===== config.mk =====
export PLATFORM = sky130hd
export DESIGN_NAME = bus_decoder
export DESIGN_NICKNAME = d
export VERILOG_FILES = /design/src/rtl/bus_decoder.sv
export SDC_FILE = /design/constraint.sdc
export NUM_CORES = 1
export LEC_CHECK = 0
export CAP_MARGIN = 15
export CORE_AREA = 2 2 122 124
export CTS_CLUSTER_DIAMETER = 150
export DETAILED_ROUTE_END_ITERATION = 12
export DIE_AREA = 0 0 124 126
export GPL_ROUTABILITY_DRIVEN = 0
export PLACE_DENSITY = 0.71
export RECOVER_POWER = 50
export SYNTH_ARGS = -nofsm -noshare
export SYNTH_HDL_FRONTEND = slang
export SYNTH_SLANG_ARGS = --single-unit

===== constraint.sdc =====
create_clock -name clock -period 8.04 [get_ports clock]
set_input_delay 1.608 -clock clock [delete_from_list [all_inputs] [get_ports clock]]
set_output_delay 1.608 -clock clock [all_outputs]
set_load 0.1 [all_outputs]

===== src/rtl/bus_decoder.sv =====
// Single-master, N-slave address decoder and response router with a
// parametrised region table, lowest-index overlap priority, unmapped-address errors and timeout.
module bus_decoder #(
    parameter int unsigned                 NUM_REGIONS = 4,
    parameter logic [NUM_REGIONS*32-1:0]   BASE_ADDR   = {32'h80000000, 32'h02000000, 32'h01000000, 32'h00000000},
    parameter logic [NUM_REGIONS*32-1:0]   TOP_ADDR    = {32'h90000000, 32'h0200C000, 32'h01000004, 32'h00000080},
    parameter int unsigned                 TIMEOUT     = 1023
) (
    input  logic                        clock,
    input  logic                        reset,
    input  logic                        m_valid,
    input  logic                        m_instr,
    input  logic [31:0]                 m_addr,
    input  logic [31:0]                 m_wdata,
    input  logic [3:0]                  m_wstrb,
    output logic                        m_ready,
    output logic [31:0]                 m_rdata,
    output logic                        m_error,
    output logic [NUM_REGIONS-1:0]      s_valid,
    output logic                        s_instr,
    output logic [31:0]                 s_addr,
    output logic [31:0]                 s_wdata,
    output logic [3:0]                  s_wstrb,
    input  logic [NUM_REGIONS-1:0]      s_ready,
    input  logic [NUM_REGIONS*32-1:0]   s_rdata
);

    localparam int unsigned CW = (TIMEOUT == 0) ? 1 : $clog2(TIMEOUT + 1);
    localparam int unsigned SW = (NUM_REGIONS > 1) ? $clog2(NUM_REGIONS) : 1;
    localparam logic [CW-1:0] TO_VAL  = CW'(TIMEOUT);
    localparam logic [CW-1:0] CNT_MAX = '1;

    typedef enum logic [1:0] {
        IDLE,
        BUSY,
        ERROR
    } state_t;

    state_t                 state, state_nx;
    logic [SW-1:0]          sel;
    logic [CW-1:0]          cnt;
    logic                   hit_found;
    logic [SW-1:0]          hit_idx;
    logic [NUM_REGIONS-1:0] hit_vec;
    logic                   accept;
    logic                   sel_ready;
    logic [31:0]            sel_rdata;
    logic                   timed_out;

    // First matching region in ascending index order wins on overlap.
    always_comb begin
        hit_found = 1'b0;
        hit_idx   = '0;
        hit_vec   = '0;
        for (int unsigned k = 0; k < NUM_REGIONS; k++) begin
            if (!hit_found && (m_addr >= BASE_ADDR[32*k +: 32]) && (m_addr < TOP_ADDR[32*k +: 32])) begin
                hit_found  = 1'b1;
                hit_idx    = SW'(k);
                hit_vec[k] = 1'b1;
            end
        end
    end

    assign sel_ready = s_ready[sel];
    assign sel_rdata = s_rdata[32*sel +: 32];
    assign timed_out = (TIMEOUT != 0) && (cnt == TO_VAL) && !sel_ready;

    always_comb begin
        state_nx = state;
        accept   = 1'b0;
        m_ready  = 1'b0;
        m_error  = 1'b0;
        m_rdata  = '0;
        case (state)
            IDLE: begin
                if (m_valid) begin
                    if (hit_found) begin
                        accept   = 1'b1;
                        state_nx = BUSY;
                    end else begin
                        state_nx = ERROR;
                    end
                end
            end
            BUSY: begin
                m_rdata = sel_rdata;
                if (sel_ready) begin
                    m_ready  = 1'b1;
                    state_nx = IDLE;
                end else if (timed_out) begin
                    m_ready  = 1'b1;
                    m_error  = 1'b1;
                    m_rdata  = '0;
                    state_nx = IDLE;
                end
            end
            ERROR: begin
                m_ready  = 1'b1;
                m_error  = 1'b1;
                state_nx = IDLE;
            end
            default: state_nx = IDLE;
        endcase
    end

    always_ff @(posedge clock or posedge reset) begin
        if (reset) begin
            state   <= IDLE;
            s_valid <= '0;
            s_instr <= 1'b0;
            s_addr  <= '0;
            s_wdata <= '0;
            s_wstrb <= '0;
            sel     <= '0;
            cnt     <= '0;
        end else begin
            state   <= state_nx;
            s_valid <= '0;
            if (accept) begin
                s_valid <= hit_vec;
                s_instr <= m_instr;
                s_addr  <= m_addr;
                s_wdata <= m_wdata;
                s_wstrb <= m_wstrb;
                sel     <= hit_idx;
                cnt     <= '0;
            end else if ((state == BUSY) && (cnt != CNT_MAX)) begin
                cnt <= cnt + 1'b1;
            end
        end
    end

endmodule


==> run summary <==
commonest register cell after synthesis = dfrtp_1
setup violators final = 0
CTS sink cnt = 87
nets@finish = 852
post-place setup slack = 1.67 ns
Port-buffer cells = 310
clock latency on the worst-skew pair = 0.34 ns
hold buffers post-CTS = 0
total global-route track usage = 20.3%
min cycle time layout = 5.79 ns
CTS tree = yes
type of the worst min-delay path = flop to flop
Core ar. = 14,300 µm²
Worst Hold End = s_addr[1]
die width = 124 µm
drt first pass iters = 4
worst-case clock buffer depth = 2
vias per inst = 4.91
DP Cell Count = 816
Max Fclk = 173 MHz
final hold viol count = 0
worst endpoint required time = 6.43 ns
IO Count = 311
cells on worst reg2reg path = 6
Post-synth EDFFs = 0
ANT nets after route = 0
largest net degree at the start of global routing = 53
Pins Over Slew Limit = 90
final std cells w/o fill = 835
ranking of synthesized cells by area = dfrtp_1, mux4_2, mux2_1, nor2b_1, mux2_2
die area = 15,600 µm²
Post-CTS Resized = 0
PnR worst setup slack = 2.25 ns
final hold slack = 0.477 ns
die height = 126 µm
Setup CP Type = primary input to primary output
FFs w/ async S/R, synth = 100%
first-pass GRT wire length = 23,800 µm
htree depth = 3
final WL = 15,800 µm
CP Cell Sequence = clkdlybuf4s50_1 -> mux4_2 -> o21ai_2 -> buf_8 -> nor2b_1 -> clkdlybuf4s50_1
clock root buffer = clkbuf_16
synthesized area = 4600 µm²
vias in the first global route = 4,450
Initial Utilization = 32.1%
power share of the combinational group = 43.2%
status = finished with violations
sequential area share after synthesis = 47.3%
final setup TNS = 0 ns
DRC viols = 0
CP Data Arrival Time = 4.18 ns
Net Sw Frac = 39.4%
dpl hpwl = 12,900 µm
most used cell, CP = clkdlybuf4s50_1
R2R Path End = s_wdata[27]
Slew headroom = -82.0%
Flop pwr share = 31.8%
worst hold path stage count = 1
worst hold start = s_addr[1]
Pwr per Cell Area = 208 nW/µm²
Synth Instances = 337
Max Cap Viol = 2
layout cells sized above 1 = 10.8%
syn_nets = 545
Inserted Clock Buffers = 9
YS warnings = 0
antenna violations before repair = 4
failing checks = max-capacitance violations, max-slew violations
setup bufs post-CTS = 0
row cnt = 44
worst-path maximum fanout = 26
Psw = 670 µW
synthesis-stage register bit count = 87
power share of the clock group = 25.0%
Area Overhead vs Synth = 77.7%
final core utilization = 57.1%
Critical Path Start Type = primary input
Iter 0 DRT Violations = 127
Clock Skews = 0.00475 ns
worst slew pin tran = 2.73 ns
R2R setup slack = 5.27 ns
Synth area leader = dfrtp_1
slowest cell on the critical path = clkdlybuf4s50_1
Worst-path clk slew = 0.06 ns
DR vias = 4,100
internal power = 1030 µW
syn avg cell area = 13.6 µm²
peak supply drop = 0.165 mV
max incr delay on CP = 0.97 ns
Tcrit/Tclk final = 72.1%
count of cell types in the netlist = 37
CP Capture Type = primary output
post-synth top area share = 47.3%
grt total ovfl = 0
LEAKAGE = 0.00350 µW
unrepaired setup endpoints after global routing = no
routed len/inst = 19.0 µm
start of the worst register-to-register path = state[0]
power groups by stage:
stage	registers [µW]	logic, µW	clock network [µW]
after floorplan	829	226	0
after global placement	544	745	0
after detailed placement	550	751	0
after CTS	543	753	435
after global routing	550	772	454
final	541	735	424
how the worst max path moves through the flow:
stage               startpoint           to  slack (ns)  depth (start not counted)
finish              s_ready[3]  m_rdata[30]        2.25                          6
floorplan           s_ready[1]  m_rdata[10]        2.83                          4
global route             reset  s_wdata[27]        1.95                          3
detailed placement  s_ready[3]  m_rdata[30]        1.67                          5
CTS                 s_ready[3]  m_rdata[30]        1.67                          5
global placement    s_ready[3]  m_rdata[30]        1.94                          5
placed cells by master (no fill, tap or decap), drive strengths merged, types with 5 or more instances in the layout:
master | synthesis | layout
dfrtp | 87 | 87
dlygate4sd3 | 0 | 54
clkbuf | 9 | 12
nand3 | 5 | 5
nand2 | 8 | 8
a21oi | 6 | 6
nor2 | 14 | 14
inv | 11 | 10
clkdlybuf4s50 | 0 | 256
nor2b | 36 | 36
nand4 | 6 | 6
mux4 | 33 | 33
mux2 | 65 | 65
buf | 11 | 5
kinds of logic (layout without fill, tap and decap cells):
kind of cell / count (synthesis) / after routing / share of synthesized area (%)
other: 0 / 2 / 0
adders and majority gates: 4 / 4 / 1.09
buffers and inverters: 31 / 343 / 3.70
DFF: 87 / 87 / 47.3
AOI/OAI and AO/OA: 26 / 26 / 4.11
xor gates and xnor gates: 5 / 5 / 0.952
and+or+nand+nor: 85 / 85 / 10.5
muxes: 99 / 99 / 32.3
metal layers:
metal / vias up / GRT usage (%) / share of wire (%)
li1: 1855 / - / -
met1: 1989 / 19.9 / 33
met2: 209 / 36.2 / 51
met3: 45 / 7.29 / 11
met4: 2 / 11.5 / 4.8
met5: - / 0 / 0.082
metrics by stage:
stage	total power (µW)	instance area, µm²
2_1_floorplan	1050	4600
3_3_place_gp	1290	7850
3_5_place_dp	1300	7850
4_1_cts	1730	8160
5_1_grt	1780	8170
6_report	1700	8170
registers in the layout (all words and copies together), names as in the netlist:
signal / count
cnt: 10
state: 2
s_instr: 1
s_wstrb: 4
s_addr: 32
s_valid: 4
s_wdata: 32
sel: 2
area by class of cell:
class                   count  area, µm²
inverters                  11       42.5
fillers                  1196       6140
repair buffers            316       3150
multi-input cells         219       2250
flip-flops and latches     87       2180
diodes                      2       5.00
clock inverters             5       56.3
clock buffers              11        253
well taps                 184        230
synthesized netlist by cell type (4+ instances only):
master and n:
buf_6 7, nor3_1 4, nand4_1 6, ha_1 4, mux4_2 33, mux2_1 56, inv_1 11, xor2_1 4
nand2_1 8, a21oi_1 6, clkbuf_1 9, nand3_1 5, mux2_2 9, dfrtp_1 87, nor2b_1 36, nor2_1 14
critical path, delay by kind of cell:
family,cells,cell delay (ns)
AOI/OAI and AO/OA,1,0.34
buffers and inverters,3,1.61
muxes,1,0.53
and+or+nand+nor,1,0.09
Note: power is estimated with default switching activity, not from simulation.
